===== config.mk =====
export PLATFORM = sky130hd
export DESIGN_NAME = pc_sequencer
export DESIGN_NICKNAME = d
export VERILOG_FILES = /design/src/rtl/pc_sequencer.sv
export SDC_FILE = /design/constraint.sdc
export NUM_CORES = 1
export LEC_CHECK = 0
export CAP_MARGIN = 25
export CORE_ASPECT_RATIO = 0.9
export CORE_UTILIZATION = 61
export DETAILED_ROUTE_END_ITERATION = 6
export GPL_TIMING_DRIVEN = 0
export PLACE_DENSITY_LB_ADDON = 0.25
export SETUP_SLACK_MARGIN = 0.4
export SYNTH_ARGS = -nofsm -noshare
export SYNTH_HDL_FRONTEND = slang
export SYNTH_SLANG_ARGS = --single-unit

===== constraint.sdc =====
create_clock -name clk -period 8.3 [get_ports clk]
set_input_delay 2.075 -clock clk [delete_from_list [all_inputs] [get_ports clk]]
set_output_delay 2.075 -clock clk [all_outputs]
set_load 0.02 [all_outputs]

===== src/rtl/pc_sequencer.sv =====
// pc_sequencer: program-counter sequencer with an internal return-address stack.
// Holds the current PC and selects the next PC from a small opcode:
// increment, conditional relative branch, absolute jump/load and call/return.
// All arithmetic wraps modulo 2^WIDTH. Overflow and underflow are sticky
// until reset.
module pc_sequencer #(
    parameter int WIDTH        = 16,
    parameter int STEP         = 1,
    parameter int RESET_VECTOR = 0,
    parameter int STACK_DEPTH  = 8
) (
    input  logic                                 clk,
    input  logic                                 reset,
    input  logic                                 en,
    input  logic [2:0]                           op,
    input  logic                                 taken,
    input  logic [WIDTH-1:0]                     offset,
    input  logic [WIDTH-1:0]                     PC_In,
    output logic [WIDTH-1:0]                     PC_output,
    output logic [WIDTH-1:0]                     pc_next,
    output logic [$clog2(STACK_DEPTH+1)-1:0]     stack_count,
    output logic                                 stack_full,
    output logic                                 stack_empty,
    output logic                                 overflow,
    output logic                                 underflow
);

    localparam int PTR_W = $clog2(STACK_DEPTH + 1);
    localparam int IDX_W = $clog2(STACK_DEPTH);

    localparam logic [2:0] OP_INC    = 3'b000;
    localparam logic [2:0] OP_BRANCH = 3'b001;
    localparam logic [2:0] OP_JUMP   = 3'b010;
    localparam logic [2:0] OP_CALL   = 3'b011;
    localparam logic [2:0] OP_RET    = 3'b100;
    localparam logic [2:0] OP_LOAD   = 3'b101;

    localparam logic [WIDTH-1:0] STEP_W   = WIDTH'(STEP);
    localparam logic [WIDTH-1:0] RESET_PC = WIDTH'(RESET_VECTOR);
    localparam logic [PTR_W-1:0] CNT_ZERO = PTR_W'(0);
    localparam logic [PTR_W-1:0] CNT_ONE  = PTR_W'(1);
    localparam logic [PTR_W-1:0] CNT_FULL = PTR_W'(STACK_DEPTH);

    // Architectural state
    logic [WIDTH-1:0] pc_r;
    logic [PTR_W-1:0] count_r;
    logic             overflow_r;
    logic             underflow_r;
    logic             full_r;
    logic             empty_r;
    logic [WIDTH-1:0] stack_mem_r [STACK_DEPTH];

    // Next-state decode
    logic [WIDTH-1:0] pc_inc_s;
    logic [WIDTH-1:0] pc_branch_s;
    logic [WIDTH-1:0] pc_next_s;
    logic [WIDTH-1:0] top_s;
    logic [IDX_W-1:0] top_idx_s;
    logic [IDX_W-1:0] push_idx_s;
    logic [PTR_W-1:0] count_next_s;
    logic             full_s;
    logic             empty_s;
    logic             push_s;
    logic             pop_s;
    logic             set_ovf_s;
    logic             set_unf_s;

    // The sequential address doubles as the return address pushed by CALL.
    assign pc_inc_s    = pc_r + STEP_W;
    // Displacement is relative to the current PC, not to PC+STEP.
    assign pc_branch_s = pc_r + offset;

    // Stack occupancy decode, used for the push/pop decisions this cycle.
    assign full_s  = (count_r == CNT_FULL);
    assign empty_s = (count_r == CNT_ZERO);

    // Top of stack is slot count-1; the value is only used when not empty.
    assign top_idx_s  = IDX_W'(count_r - CNT_ONE);
    assign push_idx_s = IDX_W'(count_r);
    assign top_s      = stack_mem_r[top_idx_s];

    // Opcode decode: next PC, stack push/pop and error-flag set requests.
    always_comb begin
        pc_next_s = pc_inc_s;
        push_s    = 1'b0;
        pop_s     = 1'b0;
        set_ovf_s = 1'b0;
        set_unf_s = 1'b0;
        case (op)
            OP_INC: begin
                pc_next_s = pc_inc_s;
            end
            OP_BRANCH: begin
                if (taken) begin
                    pc_next_s = pc_branch_s;
                end else begin
                    pc_next_s = pc_inc_s;
                end
            end
            OP_JUMP, OP_LOAD: begin
                pc_next_s = PC_In;
            end
            OP_CALL: begin
                // A call still transfers control when the stack is full;
                // only the return address is lost.
                pc_next_s = PC_In;
                if (full_s) begin
                    set_ovf_s = 1'b1;
                end else begin
                    push_s = 1'b1;
                end
            end
            OP_RET: begin
                // A return with nothing stacked falls through sequentially.
                if (empty_s) begin
                    pc_next_s = pc_inc_s;
                    set_unf_s = 1'b1;
                end else begin
                    pc_next_s = top_s;
                    pop_s     = 1'b1;
                end
            end
            default: begin
                pc_next_s = pc_inc_s;
            end
        endcase
    end

    // Stack pointer update for the current push or pop request.
    always_comb begin
        count_next_s = count_r;
        if (push_s) begin
            count_next_s = count_r + CNT_ONE;
        end else if (pop_s) begin
            count_next_s = count_r - CNT_ONE;
        end else begin
            count_next_s = count_r;
        end
    end

    // PC, stack pointer, occupancy and sticky flags; reset has priority over the stall.
    always_ff @(posedge clk) begin
        if (!reset) begin
            pc_r        <= RESET_PC;
            count_r     <= CNT_ZERO;
            overflow_r  <= 1'b0;
            underflow_r <= 1'b0;
            full_r      <= 1'b0;
            empty_r     <= 1'b1;
        end else if (en) begin
            pc_r        <= pc_next_s;
            count_r     <= count_next_s;
            overflow_r  <= overflow_r | set_ovf_s;
            underflow_r <= underflow_r | set_unf_s;
            full_r      <= (count_next_s == CNT_FULL);
            empty_r     <= (count_next_s == CNT_ZERO);
        end
    end

    // Return-address storage; contents are left untouched by reset.
    always_ff @(posedge clk) begin
        if (reset && en && push_s) begin
            stack_mem_r[push_idx_s] <= pc_inc_s;
        end
    end

    assign PC_output   = pc_r;
    assign pc_next     = pc_next_s;
    assign stack_count = count_r;
    assign stack_full  = full_r;
    assign stack_empty = empty_r;
    assign overflow    = overflow_r;
    assign underflow   = underflow_r;

endmodule


# ---- Word-level counts from Yosys, hierarchy flattened
# Memory sizes are Yosys's and may differ from the RTL's.
# Index checks and enable logic that the tools add are counted.
dict set report totals {
  register_bits 24
  latchBits 0
  ramBits 128
  rom_bits 0
  inputBits 39
  output_inout_bits 40
  elab_cells 40
  mem_count 1
}
# name depth word_bits rd rd_ports_with_merged_regs write_ports line_no
set mem_list {}
lappend mem_list {stack_mem_r 8 16 1 0 1 51} ;# logic [WIDTH-1:0] stack_mem_r [STACK_DEPTH];
dict set report classes {
  addsub 4
  mul 0
  div 0
  magnitude_cmp 0
  n_eq_ne 7
  shifts 0
  muxes 15
  bitwise_logic 2
  reduce_logical 5
}
# op count
set ops {}
lappend ops {{16-bit case mux with 3 select lines} 1}
lappend ops {{16-bit 2-to-1 mux} 2}
lappend ops {{16-bit by 1-bit adder with 16-bit output (second input constant)} 1}
lappend ops {{16-bit adder} 1}
lappend ops {{1-bit 2-to-1 mux} 10}
lappend ops {{4-bit equality test (second input constant)} 2}
lappend ops {{4-bit zero test} 2}
lappend ops {{4-bit 2-to-1 mux} 2}
lappend ops {{3-bit by 2-bit equality test with 1-bit output (second input constant)} 2}
lappend ops {{3-bit equality test (second input constant)} 2}
lappend ops {{4-bit by 1-bit adder with 4-bit output (second input constant)} 1}
lappend ops {{4-bit by 1-bit subtractor with 4-bit output (second input constant)} 1}
lappend ops {{3-bit by 1-bit equality test with 1-bit output (second input constant)} 1}
lappend ops {{3-bit OR reduction} 1}
lappend ops {{1-bit logical AND} 2}
lappend ops {{1-bit bitwise OR} 2}

# ---- Longest topological paths before layout
# Gate-level depths: netlist (run 1).
dict set report depth {
  ltp_word 6
  depth_mapped 13
  depth_no_buf 10
}

# ---- Worst setup path before layout (run 1)
# Ideal clock, no wire load.
dict set report synth_path {
  kind {input-to-output}
  from {input port offset[0]}
  to {output port pc_next[14]}
  arrival_time_ns 3.811
  required_ns 6.225
  setup_slack_ns 2.414
  path_stages 10
  n_path_buf 0
  cell_sequence {ha_1 inv_1 fa_1 nand2b_1 a21oi_1 a41oi_1 o21ai_0 nor4_1 a41oi_1 nand2_1}
}
dict set report synth_between {
  elab_chain_cells 3
}
# element line_no
set synth_lines {}
lappend synth_lines {{start, declared} 17} ;# input logic [WIDTH-1:0] offset,
lappend synth_lines {{16-bit adder} 71} ;# assign pc_branch_s = pc_r + offset;
lappend synth_lines {{16-bit 2-to-1 mux} 94} ;# if (taken) begin
lappend synth_lines {{16-bit case mux with 3 select lines} 89} ;# case (op)
lappend synth_lines {{end, declared} 20} ;# output logic [WIDTH-1:0] pc_next,
# Every way passes these cells.

# ---- Final worst setup path (run 1)
# Ends and elaborated chain as after synthesis.

==> results.env, run 1 <==
OUTCOME='complete, no violations'
POWER_mW=1.87
VIAS_PER_CELL=6.64
HOLD_PATH_STARTPOINT='underflow'
DETAIL_ROUTE.DRC_VIOLATIONS=0
FF_LATCH_AREA_UM2=4320
MIN_DELAY_PATH_DEPTH=2
AREA_OVERHEAD_VS_SYNTH_PCT=22.1
POSTSYNTHNETCOUNT=609
GRT_MAX_DEGREE=17
FINALSETUPVIOLCOUNT=0
DETAIL-ROUTE-ANTENNA-NETS=0
CRITICALPATHCATEGORY='in2out'
DR_TOTAL_VIAS=5456
POST_CTS_HOLD_BUFFER_COUNT=0
ANTENNA_CELLS_INSERTED=0
CLOCK.FMAX_MHz=138
MAXCAPVIOLATIONS=0
FIRSTDRTPASSITERS=6
YOSYS.AREA.TOP_TYPE_SHARE_PCT=51.9
SETUP.WORST_PATH.END_CLASS='output port'
SETUP_REPAIR_BUFS_AFTER_CTS=0
PLACED_AREA_UM2=8480
HOLD_SLACK_NS=0.483
CP.ARRIVAL_NS=5.19
CLOCK_INSERTION_DELAY_WORST_SKEW_NS=0.43
PERIOD_SHARE_PCT=87.5
LAYOUT.CELLS.NON_FILLER=822
POST_SYNTHESIS_INSTANCE_AREA_UM2=7410
REGISTER_CLOCK_PIN_SLEW_ON_THE_REPORTED_WORST_SETUP_AND_HOLD_PATHS_NS=0.06
FIN_SKEW_NS=0.00650
REG2REG_TO='PC_output[14]'
CLOCK_SINK_COUNT=152
CRITPATHCAPTURE='pc_next[14]'
IO_PINS=79
DIEHEIGHT_UM=107
FIRST_GLOBAL_VIAS=5369
CRITICAL_PATH.STARTPOINT_TYPE='primary input'
CRITICAL_PATH_PEAK_FANOUT=3
ROUTED_WIRE_LENGTH_PER_INSTANCE_UM=23.2
SYN_INST=551
POST_SYNTH_AND_OR_NAND_NOR_AREA_FRACTION_PCT=9.74
FINAL-HOLD-VIOLATION-COUNT=0
PLACE.PORT_BUFFERS=75
UNREPAIRED_SETUP_ENDPOINTS_AFTER_GLOBAL_ROUTING='false'
DP.CELLS=790
SYNTH_TOP_FAMILY_BY_AREA='compound AO/OA/AOI/OAI gates'
HTREE_NUM_LEVELS=4
STARTING_DENSITY_PCT=63.8
NUMCTSBUFFERS=17
SYNTH_MUX_AREA_SHARE_PCT=10.3
SYNTHADDERAREAFRAC_PCT=3.31
XOR_XNOR_SHARE_OF_THE_SYNTHESIZED_AREA_PCT=2.96
SYNTH.YOSYS.SEQ_AREA_SHARE_PCT=58.4
WORSTSETUPSTARTPOINT='offset[0]'
WORST_SLEW_MARGIN_REL_PCT=33.9
CORE_REGION_AREA_UM2=11600
LAYOUT-DRIVE-GT1-SHARE_PCT=15.3
YOSYS-TOP-CELLS-AREA='edfxtp_1 52%, mux4_2 9.7%, dfxtp_1 6.5%, ha_1 3.0%, nand2_1 2.4%'
MULTI_INPUT_AREA_UM2=2920
SETUP.REG_TO_REG.WORST_SLACK_NS=4.47
FIN_CRIT_NS=7.26
CTS_MAX_PATH_BUFFERS=2
WIRE_LENGTH_OF_THE_FIRST_GLOBAL_ROUTING_PASS_MM=29.1
FINAL_NET_COUNT=711
POSTROUTEWIRELENGTH_MM=19.1
EDFF_COUNT_SYNTH=128
DIEAREA_UM2=12600
REG2REG_DEPTH=11
LARGEST_AREA_CONTRIBUTOR_IN_THE_SYNTHESIZED_NETLIST='edfxtp_1'
POWER_LEAKAGE_nW=3.20
POST_CTS_RESIZE_COUNT=0
FFS_LATCHES_SYNTH=152
SYNTH_WARNINGS=0
FP.DIEW_UM=118
WORST_SLEW_PIN_SLEW_NS=0.985
PLACE.DETAILED.HPWL_MM=13.2
CLOCK-ROOT-BUFFER='clkbuf_16'
TIMING.FINAL.WS_SETUP_NS=1.04
CTS_TREE='yes'
COMMONEST_CELLS_AFTER_ROUTING_FILL_AND_TAPS_ASIDE='128 x edfxtp_1, 75 x clkdlybuf4s50_1, 48 x nand2_1'
PRECTSSETUPSLACK_NS=1.08
SYNTH_COMPOUND_GATE_AREA_SHARE_PCT=12.8
FILL_CELLS=651
WORST_EP_REQUIRED_TIME_NS=6.23
SYNTH_ASYNC_SR_FLOP_SHARE_PCT=0
GP_ROUTABILITY_CONGESTION=1.01
LAYOUT.CELLS.MOST_COMMON='edfxtp_1'
UTILIZATION_PCT=77.9
CRIT_REG_REG_STARTPOINT='stack_count[0]'
FINALMAXSLEWVIOLATIONS=0
GR_USAGE_TOTAL_PCT=32.0
SYNTH.DISTINCT_CELLS=64
ANTENNA_FOUND_INITIAL=1
GLOBAL_ROUTE.OVERFLOW_TOTAL=0
HIGHEST_IR_DROP_SEEN_ON_VDD_mV=0.194
POST-ROUTE-CELL-AREA_UM2=9050
FIN_TNS_SETUP_NS=0
SYN_AREA_PER_CELL_UM2=13.4
ROW_COUNT=37
HOLD_PATH.CLASS='reg2reg'
SYNTH_FLOP_CELL='edfxtp_1'
POWER_PER_CELL_AREA_nW_PER_UM2=207
DRT_ITER0_MARKERS=558
power breakdown:
group	internal, mW	switching [mW]	total, mW
clock	0.418	0.319	0.737
sequential	0.843	0.0142	0.857
combinational	0.121	0.159	0.280
total	1.38	0.492	1.87
synthesized netlist by cell type (11+ instances only):
library cell,n
ha_1,18
edfxtp_1,128
a21oi_1,19
xnor2_1,15
nand3_1,11
dfxtp_1,24
clkbuf_1,13
nand2_1,48
mux4_2,32
nor2_1,38
inv_1,14
o21ai_0,17
per-layer routing:
layer  track usage (%)  share of wire (%)
met3              8.21                9.9
met4              16.3                2.8
met1              41.0                 39
met2              51.0                 48
met5                 0               0.14
sequential cells by signal (all words and copies together), names as in the netlist:
signal and cells:
stack_empty 1, stack_mem_r 128, overflow 1, stack_full 1, PC_output 16, underflow 1, stack_count 4
worst min-delay path by stage:
stage                   to  slack (ns)
6_report         underflow        0.48
5_1_grt        stack_empty        0.49
4_1_cts        stack_empty        0.48
3_5_place_dp   stack_empty        0.46
3_3_place_gp   stack_empty        0.45
2_1_floorplan    underflow        0.55
kinds of logic (layout without fill, tap and decap cells):
logic type	count (synthesis)	in the layout
flops	152	152
fa+ha+maj	19	19
mux	36	36
xor+xnor	25	25
compound gates	128	128
simple gates	151	151
buf+inv	40	155
critical path: stages:
cell             delay, ns
clkdlybuf4s50_1       0.46
ha_1                  0.17
inv_1                 0.06
fa_1                  0.38
nand2b_1              0.23
a21oi_1               0.26
a41oi_1               0.24
o21ai_0               0.35
nor4_1                0.09
a41oi_1               0.22
nand2_1               0.10
clkdlybuf4s50_1       0.56
cell type report:
class | instances | area share [%]
sequential | 152 | 47.8
inverter | 15 | 0.622
multi-input combinational | 359 | 32.3
clock buffer | 17 | 4.70
tap | 156 | 2.16
buffer | 25 | 1.44
timing repair buffer | 83 | 9.46
clock inverter | 15 | 1.53
(Power assumes the default switching activity.)
==> run 2, diff against run 1 <==
--- a/config.mk
+++ b/config.mk
@@ -7,7 +7,9 @@
 export LEC_CHECK = 0
 export CAP_MARGIN = 25
 export CORE_ASPECT_RATIO = 0.9
+export CORE_MARGIN = 2
 export CORE_UTILIZATION = 61
+export CTS_CLUSTER_SIZE = 25
 export DETAILED_ROUTE_END_ITERATION = 6
 export GPL_TIMING_DRIVEN = 0
 export PLACE_DENSITY_LB_ADDON = 0.25
==> results.env, run 2 (same netlist as run 1, synthesis figures left out) <==
OUTCOME='complete, no violations'
FINAL-HOLD-VIOLATION-COUNT=0
GLOBAL_ROUTE.OVERFLOW_TOTAL=0
LARGEST_REGISTER='stack_mem_r'
WORST_SLEW_PIN_SLEW_NS=0.915
DRT_ITER0_MARKERS=724
FILL_CELLS=710
POWER_LEAKAGE_nW=3.22
FIRST_GLOBAL_VIAS=5138
CORE_REGION_AREA_UM2=11900
STARTING_DENSITY_PCT=62.1
CTS_TREE='yes'
FINALMAXSLEWVIOLATIONS=0
FP.DIEW_UM=120
CP.ARRIVAL_NS=5.14
PLACE.DETAILED.HPWL_MM=13.6
CRITICAL_PATH_PEAK_FANOUT=5
ANTENNA_CELLS_INSERTED=0
LARGEST_REGISTER_FF_COUNT=128
SETUP.REG_TO_REG.WORST_SLACK_NS=4.45
DIEHEIGHT_UM=109
ANTENNA_FOUND_INITIAL=0
CLOCK.FMAX_MHz=139
LAYOUT.CELLS.MOST_COMMON='edfxtp_1'
CRITICALPATHCATEGORY='in2out'
CLOCK_INSERTION_DELAY_WORST_SKEW_NS=0.44
VIAS_PER_CELL=6.56
HOLD_SLACK_NS=0.459
CRITICAL_PATH.STARTPOINT_TYPE='primary input'
PLACE.PORT_BUFFERS=75
FIRSTDRTPASSITERS=5
PERIOD_SHARE_PCT=86.9
HTREE_NUM_LEVELS=4
IO_PINS=79
DETAIL_ROUTE.DRC_VIOLATIONS=0
POSTROUTEWIRELENGTH_MM=19.7
HOLD_PATH.CLASS='reg2reg'
LAYOUT-DRIVE-GT1-SHARE_PCT=15.5
POST_CTS_RESIZE_COUNT=0
POWER_PER_CELL_AREA_nW_PER_UM2=211
SETUP_REPAIR_BUFS_AFTER_CTS=0
CLOCK_SINK_COUNT=152
FIN_SKEW_NS=0.00748
ROW_COUNT=38
FIN_TNS_SETUP_NS=0
NUMCTSBUFFERS=17
WORST_SLEW_MARGIN_REL_PCT=38.6
REGISTER_CLOCK_PIN_SLEW_ON_THE_REPORTED_WORST_SETUP_AND_HOLD_PATHS_NS=0.06
FINAL_NET_COUNT=711
HIGHEST_IR_DROP_SEEN_ON_VDD_mV=0.206
DETAIL-ROUTE-ANTENNA-NETS=0
MAXCAPVIOLATIONS=0
FIN_CRIT_NS=7.21
FINALSETUPVIOLCOUNT=0
UNREPAIRED_SETUP_ENDPOINTS_AFTER_GLOBAL_ROUTING='false'
POWER_mW=1.93
WIRE_LENGTH_OF_THE_FIRST_GLOBAL_ROUTING_PASS_MM=29.8
DR_TOTAL_VIAS=5416
AREA_OVERHEAD_VS_SYNTH_PCT=23.1
GR_USAGE_TOTAL_PCT=32.0
DIEAREA_UM2=13000
WORST_EP_REQUIRED_TIME_NS=6.23
GP_ROUTABILITY_CONGESTION=0.980
COMMONEST_CELLS_AFTER_ROUTING_FILL_AND_TAPS_ASIDE='128 x edfxtp_1, 75 x clkdlybuf4s50_1, 48 x nand2_1'
ROUTED_WIRE_LENGTH_PER_INSTANCE_UM=23.9
GRT_MAX_DEGREE=17
CLOCK-ROOT-BUFFER='clkbuf_16'
SETUP.WORST_PATH.END_CLASS='output port'
CTS_MAX_PATH_BUFFERS=2
POST_CTS_HOLD_BUFFER_COUNT=0
run 2: cell count changes in the layout (fill, tap and decap cells not counted), moves of 2 or more:
| cell | before | now |
|---|---|---|
| buf_8 | 4 | 8 |
| clkinv_8 | 0 | 2 |
| clkinv_2 | 2 | 0 |
| clkinv_4 | 0 | 2 |
| buf_6 | 6 | 2 |
run 2: per-stage QoR:
step,instances,instance area [um^2],util (%),setup slack [ns]
after floorplan,551,7410,-,2.41
after global placement,786,8360,70.0,1.16
after global routing,826,9120,76.4,0.872
after detailed placement,794,8500,71.3,1.15
final,826,9120,76.4,1.09
after CTS,826,9120,76.4,1.14
run 2: area by class of cell:
cell class | instances | area, um^2 | share of cell area (%)
plain buffers | 25 | 130 | 1.43
well taps | 160 | 200 | 2.20
multi-input cells | 359 | 2920 | 32.1
repair buffers | 83 | 871 | 9.55
flip-flops and latches | 152 | 4320 | 47.4
inverters | 15 | 56.3 | 0.618
clock inverters | 15 | 186 | 2.05
clock buffers | 17 | 425 | 4.67
run 2: path summary, 6_finish.rpt:
| path | startpoint | endpoint | cells after the start |
|---|---|---|---|
| min | stack_empty | stack_empty | 1 |
| max | op[0] | pc_next[11] | 8 |
| max reg2reg | stack_count[0] | PC_output[4] | 13 |
| min reg2reg | stack_empty | stack_empty | 1 |
run 2: where the power goes:
group / internal (mW) / switching, mW / total (mW) / leakage [nW]
clock network: 0.454 / 0.335 / 0.789 / 0.292
registers: 0.843 / 0.0141 / 0.857 / 1.37
logic: 0.121 / 0.161 / 0.282 / 1.56
total: 1.42 / 0.510 / 1.93 / 3.22
run 2: metal layers:
layer	track usage, %	share of wire, %
met4	13.9	4.2
met1	42.2	39
met2	51.0	47
met5	0	0
met3	8.12	10
run 2: critical path, stage by stage:
cell	delay [ns]
clkdlybuf4s50_1	0.55
nor3b_1	0.69
nand2b_1	0.33
o21ai_1	0.31
nand2_1	0.10
a31oi_1	0.22
o21bai_1	0.20
clkdlybuf4s50_1	0.66
